--- src/rtl/aes_inv_cipher_pkg.sv ---
// Shared AES-128 decrypt constants, FSM encodings and GF(2^8) helpers.
// Byte i of a 128-bit state lives at bits 8*i+7:8*i, with i = row + 4*col.
package aes_pkg;

  localparam int NR      = 10;
  localparam int STATE_W = 128;
  localparam int RK_AW   = 4;

  localparam logic [RK_AW-1:0] RK_TOP = RK_AW'(NR);

  localparam logic [2:0] S_IDLE  = 3'd0;
  localparam logic [2:0] S_INIT  = 3'd1;
  localparam logic [2:0] S_ROUND = 3'd2;
  localparam logic [2:0] S_FINAL = 3'd3;
  localparam logic [2:0] S_DONE  = 3'd4;

  function automatic logic [7:0] xtime(input logic [7:0] a);
    return {a[6:0], 1'b0} ^ (a[7] ? 8'h1b : 8'h00);
  endfunction

  function automatic logic [7:0] gf_mul(input logic [7:0] a, input logic [7:0] b);
    logic [7:0] p;
    logic [7:0] x;
    p = 8'h00;
    x = a;
    for (int i = 0; i < 8; i++) begin
      p = p ^ (b[i] ? x : 8'h00);
      x = xtime(x);
    end
    return p;
  endfunction

  // Row r rotates right by r columns.
  function automatic logic [STATE_W-1:0] inv_shift_rows(input logic [STATE_W-1:0] s);
    logic [STATE_W-1:0] o;
    o = '0;
    for (int c = 0; c < 4; c++) begin
      for (int r = 0; r < 4; r++) begin
        o[8*(r+4*c) +: 8] = s[8*(r+4*((c-r+4)%4)) +: 8];
      end
    end
    return o;
  endfunction

  function automatic logic [STATE_W-1:0] inv_mix_columns(input logic [STATE_W-1:0] s);
    logic [STATE_W-1:0] o;
    logic [7:0] a0, a1, a2, a3;
    o = '0;
    for (int c = 0; c < 4; c++) begin
      a0 = s[32*c +: 8];
      a1 = s[32*c+8 +: 8];
      a2 = s[32*c+16 +: 8];
      a3 = s[32*c+24 +: 8];
      o[32*c +: 8]    = gf_mul(a0, 8'h0e) ^ gf_mul(a1, 8'h0b) ^ gf_mul(a2, 8'h0d) ^ gf_mul(a3, 8'h09);
      o[32*c+8 +: 8]  = gf_mul(a0, 8'h09) ^ gf_mul(a1, 8'h0e) ^ gf_mul(a2, 8'h0b) ^ gf_mul(a3, 8'h0d);
      o[32*c+16 +: 8] = gf_mul(a0, 8'h0d) ^ gf_mul(a1, 8'h09) ^ gf_mul(a2, 8'h0e) ^ gf_mul(a3, 8'h0b);
      o[32*c+24 +: 8] = gf_mul(a0, 8'h0b) ^ gf_mul(a1, 8'h0d) ^ gf_mul(a2, 8'h09) ^ gf_mul(a3, 8'h0e);
    end
    return o;
  endfunction

endpackage

--- src/rtl/aes_inv_cipher_if.sv ---
// Ciphertext-in / plaintext-out handshakes plus the round-key read port.
interface aes_inv_cipher_if;
  import aes_pkg::*;

  logic               in_valid;
  logic               in_ready;
  logic [STATE_W-1:0] in_data;
  logic               out_valid;
  logic               out_ready;
  logic [STATE_W-1:0] out_data;
  logic [RK_AW-1:0]   rk_addr;
  logic [STATE_W-1:0] rk_data;

  modport slave (
    input  in_valid, in_data, out_ready, rk_data,
    output in_ready, out_valid, out_data, rk_addr
  );

  modport master (
    output in_valid, in_data, out_ready, rk_data,
    input  in_ready, out_valid, out_data, rk_addr
  );

endinterface

--- src/rtl/aes_inv_cipher_inv_sbox.sv ---
// Combinational AES inverse S-box; table byte 0 sits in the most significant bits.
module inv_sbox (
  input  logic [7:0] a,
  output logic [7:0] y
);

  localparam logic [2047:0] TABLE = {
    128'h52096ad53036a538bf40a39e81f3d7fb, 128'h7ce339829b2fff87348e4344c4dee9cb,
    128'h547b9432a6c2233dee4c950b42fac34e, 128'h082ea16628d924b2765ba2496d8bd125,
    128'h72f8f66486689816d4a45ccc5d65b692, 128'h6c704850fdedb9da5e154657a78d9d84,
    128'h90d8ab008cbcd30af7e45805b8b34506, 128'hd02c1e8fca3f0f02c1afbd0301138a6b,
    128'h3a9111414f67dcea97f2cfcef0b4e673, 128'h96ac7422e7ad3585e2f937e81c75df6e,
    128'h47f11a711d29c5896fb7620eaa18be1b, 128'hfc563e4bc6d279209adbc0fe78cd5af4,
    128'h1fdda8338807c731b11210592780ec5f, 128'h60517fa919b54a0d2de57a9f93c99cef,
    128'ha0e03b4dae2af5b0c8ebbb3c83539961, 128'h172b047eba77d626e169146355210c7d
  };

  logic [10:0] idx;

  assign idx = 11'd2047 - {a, 3'b000};
  assign y   = TABLE[idx -: 8];

endmodule

--- src/rtl/aes_inv_cipher.sv ---
// Iterative AES-128 inverse cipher: one inverse round per clock, 12 cycles per block.
// Round keys arrive one cycle after rk_addr, which mirrors the round counter directly.
module aes_inv_cipher
  import aes_pkg::*;
(
  input  logic             clk,
  input  logic             rst,
  aes_inv_cipher_if.slave  bus
);

  logic [2:0]         fsm;
  logic [RK_AW-1:0]   rnd;
  logic [STATE_W-1:0] state;
  logic [STATE_W-1:0] ct_q;
  logic [STATE_W-1:0] shifted;
  logic [STATE_W-1:0] subbed;
  logic [STATE_W-1:0] round_out;
  logic [STATE_W-1:0] final_out;

  assign shifted = inv_shift_rows(state);

  for (genvar i = 0; i < 16; i++) begin : g_sbox
    inv_sbox u_inv_sbox (
      .a (shifted[8*i +: 8]),
      .y (subbed[8*i +: 8])
    );
  end

  assign round_out = inv_mix_columns(subbed ^ bus.rk_data);
  assign final_out = subbed ^ bus.rk_data;

  // Block FSM, round counter and state register.
  always_ff @(posedge clk) begin
    if (rst) begin
      fsm   <= S_IDLE;
      rnd   <= RK_TOP;
      state <= '0;
      ct_q  <= '0;
    end else begin
      case (fsm)
        S_IDLE: begin
          if (bus.in_valid) begin
            ct_q <= bus.in_data;
            rnd  <= RK_TOP - 4'd1;
            fsm  <= S_INIT;
          end
        end
        S_INIT: begin
          state <= ct_q ^ bus.rk_data;
          rnd   <= RK_TOP - 4'd2;
          fsm   <= S_ROUND;
        end
        // rnd==0 marks the cycle consuming rk[1]; the counter then holds at 0 so FINAL reads rk[0].
        S_ROUND: begin
          state <= round_out;
          if (rnd == 4'd0) begin
            fsm <= S_FINAL;
          end else begin
            rnd <= rnd - 4'd1;
          end
        end
        S_FINAL: begin
          state <= final_out;
          rnd   <= RK_TOP;
          fsm   <= S_DONE;
        end
        S_DONE: begin
          if (bus.out_ready) begin
            fsm <= S_IDLE;
          end
        end
        default: begin
          fsm <= S_IDLE;
          rnd <= RK_TOP;
        end
      endcase
    end
  end

  assign bus.in_ready  = (fsm == S_IDLE);
  assign bus.out_valid = (fsm == S_DONE);
  assign bus.out_data  = state;
  assign bus.rk_addr   = rnd;

endmodule

--- src/flat_wrapper.sv ---
// flat-port wrapper written by rule: the top's interface ports become plain ports
module aes_inv_cipher_flat import aes_pkg::*;
  (clk, rst, bus_in_valid, bus_in_data, bus_out_ready, bus_rk_data, bus_in_ready, bus_out_valid, bus_out_data, bus_rk_addr);
  aes_inv_cipher_if bus_i ();
  input  logic clk;
  input  logic rst;
  input wire logic [$bits(bus_i.in_valid)-1:0] bus_in_valid;
  input wire logic [$bits(bus_i.in_data)-1:0] bus_in_data;
  input wire logic [$bits(bus_i.out_ready)-1:0] bus_out_ready;
  input wire logic [$bits(bus_i.rk_data)-1:0] bus_rk_data;
  output wire logic [$bits(bus_i.in_ready)-1:0] bus_in_ready;
  output wire logic [$bits(bus_i.out_valid)-1:0] bus_out_valid;
  output wire logic [$bits(bus_i.out_data)-1:0] bus_out_data;
  output wire logic [$bits(bus_i.rk_addr)-1:0] bus_rk_addr;
  assign bus_i.in_valid = bus_in_valid;
  assign bus_i.in_data = bus_in_data;
  assign bus_i.out_ready = bus_out_ready;
  assign bus_i.rk_data = bus_rk_data;
  assign bus_in_ready = bus_i.in_ready;
  assign bus_out_valid = bus_i.out_valid;
  assign bus_out_data = bus_i.out_data;
  assign bus_rk_addr = bus_i.rk_addr;
  aes_inv_cipher u_core (.clk(clk), .rst(rst), .bus(bus_i));
endmodule
--- config.mk ---
export PLATFORM = sky130hd
export DESIGN_NAME = aes_inv_cipher_flat
export DESIGN_NICKNAME = d
export VERILOG_FILES = /design/src/rtl/aes_inv_cipher_pkg.sv /design/src/rtl/aes_inv_cipher_if.sv /design/src/rtl/aes_inv_cipher_inv_sbox.sv /design/src/rtl/aes_inv_cipher.sv /design/src/flat_wrapper.sv
export SDC_FILE = /design/constraint.sdc
export NUM_CORES = 2
export LEC_CHECK = 0
export BUFFER_PORTS_ARGS = -buffer_cell sky130_fd_sc_hd__buf_2
export CELL_PAD_IN_SITES_DETAIL_PLACEMENT = 1
export CELL_PAD_IN_SITES_GLOBAL_PLACEMENT = 1
export CORE_MARGIN = 3
export CORE_UTILIZATION = 40
export DETAILED_ROUTE_END_ITERATION = 10
export PLACE_DENSITY_LB_ADDON = 0.1
export SKIP_LAST_GASP = 1
export SLEW_MARGIN = 20
export SYNTH_ARGS = -nofsm -noshare
export SYNTH_HDL_FRONTEND = slang
export SYNTH_HIERARCHICAL = 1
export SYNTH_SLANG_ARGS = --single-unit
export TNS_END_PERCENT = 5
--- constraint.sdc ---
create_clock -name clk -period 4.9 [get_ports clk]
set_input_delay 1.47 -clock clk [delete_from_list [all_inputs] [get_ports clk]]
set_output_delay 1.47 -clock clk [all_outputs]
set_load 0.05 [all_outputs]
==> results.ini <==
[placed_design]
placed_area_um2=90800
dp_hpwl_um=369600
io_buffers=393
gp_congestion=1.128
placed_cells=14000

[finish]
syn_to_final_growth_pct=20.70
final-seq-area_um2=5472
final_cell_area_um2=93560
drive_gt1_share_pct=25.38
final_core_util_pct=48.88
n_fill_cell=23810
final_cells=14130
final_nets=12070
multi_input_area_um2=67040

[clocking]
clock-sinks=263
clock_latency_ns=0.70
path_clk_slew_ns=0.07
cts-buffers-inserted=44
cts_root_buf=clkbuf_16
cts_buffer_depth=3
h-tree-depth=2
cts-hold-fix-buffers=0
cts_tree=built

[global_route]
grt_overflow=0
grt_util_all_layers_pct=46.64
antenna_found_initial=23
grt_pass1_wl_um=709800
grt_pass1_vias=101100
grt_max_degree=132

[routing]
vias=103200
ant_nets=0
viasPerCell=7.306
wl_per_cell_um=34.86
drt_iter0_drc=16460
dr.pass1.iters=8
drc=0
drt_wl_total_um=492400

[setup_path]
required_ns=5.40
cp-end-kind=flip-flop
setup.worst_path.start_class=flip-flop
cp.arrival_ns=5.55
crit_fanout=9
path_class=reg -> reg

[die]
pin_count=394
die_h_um=446.2
fp.coreArea_um2=191400
die_w_um=446.2
dieArea_um2=199100
initial_core_util_pct=40.50
rows=160

[hold_path]
hold_class=reg -> reg

[sta]
final_hold_viol_count=0
setup_violations=24
slew_violations=0
slew_headroom_pct=16.05
worst_pin_slew_ns=1.250
min_period_over_period_pct=103.1
rsz0062_at_grt=true
fin_ws_ns=-0.1503
hold_ws_ns=0.4683
finClkSkew_ns=0.04685
period_needed_ns=5.050
timing.fmax_mhz=198.0

[flow_run]
maxCapViolations=0

[synthesis]
synthArstFlopShare_pct=0
synth-edff-count=0
avgSynthCellArea_um2=7.206
synthCells=10760
synth_ff_type=dfxtp_1
ys_warn_count=6
ys_seq_area_share_pct=6.792
synthesis.nets=11260
synth_seq_cells=263
synth_area_um2=77510
synth_cell_type_count=82

[status]
violations=negative setup slack
status=finished, violations left

[final timing paths]
path | start | to | slack [ns] | cells after the start
min reg2reg | u_core/ct_q[20] | u_core/ct_q[20] | 0.47 | 2
max | u_core/bus.out_data[17] | u_core/bus.out_data[76] | -0.15 | 18
min | u_core/ct_q[20] | u_core/ct_q[20] | 0.47 | 2
max reg2reg | u_core/bus.out_data[17] | u_core/bus.out_data[76] | -0.15 | 18
[cells in the mapped netlist, types with 128 or more instances]
| cell type | count | area share [%] |
|---|---|---|
| nand2_1 | 901 | 4.4 |
| a21oi_1 | 872 | 5.6 |
| xnor2_1 | 716 | 8.1 |
| clkbuf_1 | 688 | 3.3 |
| o21ai_0 | 623 | 4.0 |
| buf_2 | 481 | 3.1 |
| nor2_1 | 466 | 2.3 |
| nand2b_1 | 401 | 3.2 |
| nor3_1 | 387 | 2.5 |
| nor2b_1 | 321 | 2.6 |
| o211ai_1 | 320 | 3.1 |
| dfxtp_1 | 263 | 6.8 |
| ha_1 | 242 | 3.9 |
| a31oi_1 | 240 | 1.9 |
| nand3_1 | 224 | 1.4 |
| a211oi_1 | 208 | 2.0 |
| a221oi_1 | 172 | 1.9 |
| inv_1 | 165 | 0.80 |
| a311oi_1 | 160 | 1.8 |
| mux2i_1 | 160 | 2.1 |
| xor2_1 | 145 | 1.6 |
| o311ai_0 | 144 | 1.6 |
| mux2_2 | 128 | 1.9 |
| mux4_2 | 128 | 3.7 |
[sequential cells by signal, summed over array words and instances, names as in the netlist]
signal               flops
u_core/ct_q            128
u_core/fsm               3
u_core/bus.rk_addr       4
u_core/bus.out_data    128
[critical path, stage by stage (launching register included)]
cell	delay, ns
dfxtp_4	0.38
clkinvlp_4	0.20
ha_2	0.54
buf_4	0.18
buf_4	0.14
nor2b_1	0.07
o311ai_0	0.38
o211ai_1	0.25
a21oi_1	0.25
o211ai_1	0.27
xnor2_1	0.21
buf_4	0.22
xnor3_1	0.37
buf_4	0.21
xnor2_1	0.20
xnor3_1	0.28
xnor2_1	0.14
a211oi_1	0.43
nor3_1	0.13
[cell usage in the layout (no fill, tap or decap), types with 161 or more instances in the layout]
cell type,count
nand2_1,900
nor2b_1,313
dfxtp_1,192
a31oi_1,236
o21ai_0,619
nand2b_1,399
nor3_1,378
buf_2,392
ha_1,217
a21oi_1,870
xnor2_1,678
o211ai_1,320
nor2_1,465
buf_4,1524
a211oi_1,204
nand3_1,224
a221oi_1,161
[cell type report]
type,count,share of cell area [%]
diodes,13,0.03477
clock buffers,62,1.460
clock inverters,19,0.1846
inverters,181,0.7409
multi-input cells,9046,71.65
flip-flops and latches,263,5.848
well taps,2511,3.358
repair buffers,2031,16.72
[through the flow]
step                      setup TNS (ns)  worst slack [ns]
after floorplan                   -1.175           -0.1337
after global placement            -3.505           -0.7968
after detailed placement          -6.283           -0.5298
after CTS                         -1.808           -0.1309
after global routing              -4.898           -0.1730
final                             -1.141           -0.1503
[per-layer routing]
metal / vias up / track usage, % / share of wire [%]
li1: 42470 / - / -
met1: 50210 / 58.18 / 37
met2: 8298 / 70.44 / 42
met3: 2211 / 11.23 / 12
met4: 14 / 32.70 / 8.8
met5: - / 0 / 0.017
[what timing repair did]
item,4_1_cts,5_1_grt
setup endpoints to repair,58,119
gates cloned,0,0
setup buffers,2,24
pin swaps,2,19
gates resized for setup,21,176
[cell families after synthesis]
| logic type | Yosys count | synth area share, % |
|---|---|---|
| simple gates | 3298 | 21.90 |
| compound gates | 4047 | 37.00 |
| mux | 416 | 7.645 |
| fa+ha+maj | 242 | 3.906 |
| flops | 263 | 6.792 |
| buf+inv | 1447 | 8.016 |
| xor+xnor | 1043 | 14.74 |
Power is left out: the tool's default activity adds up to more than one toggle a clock period on the data nets, which glitch-free logic cannot reach.
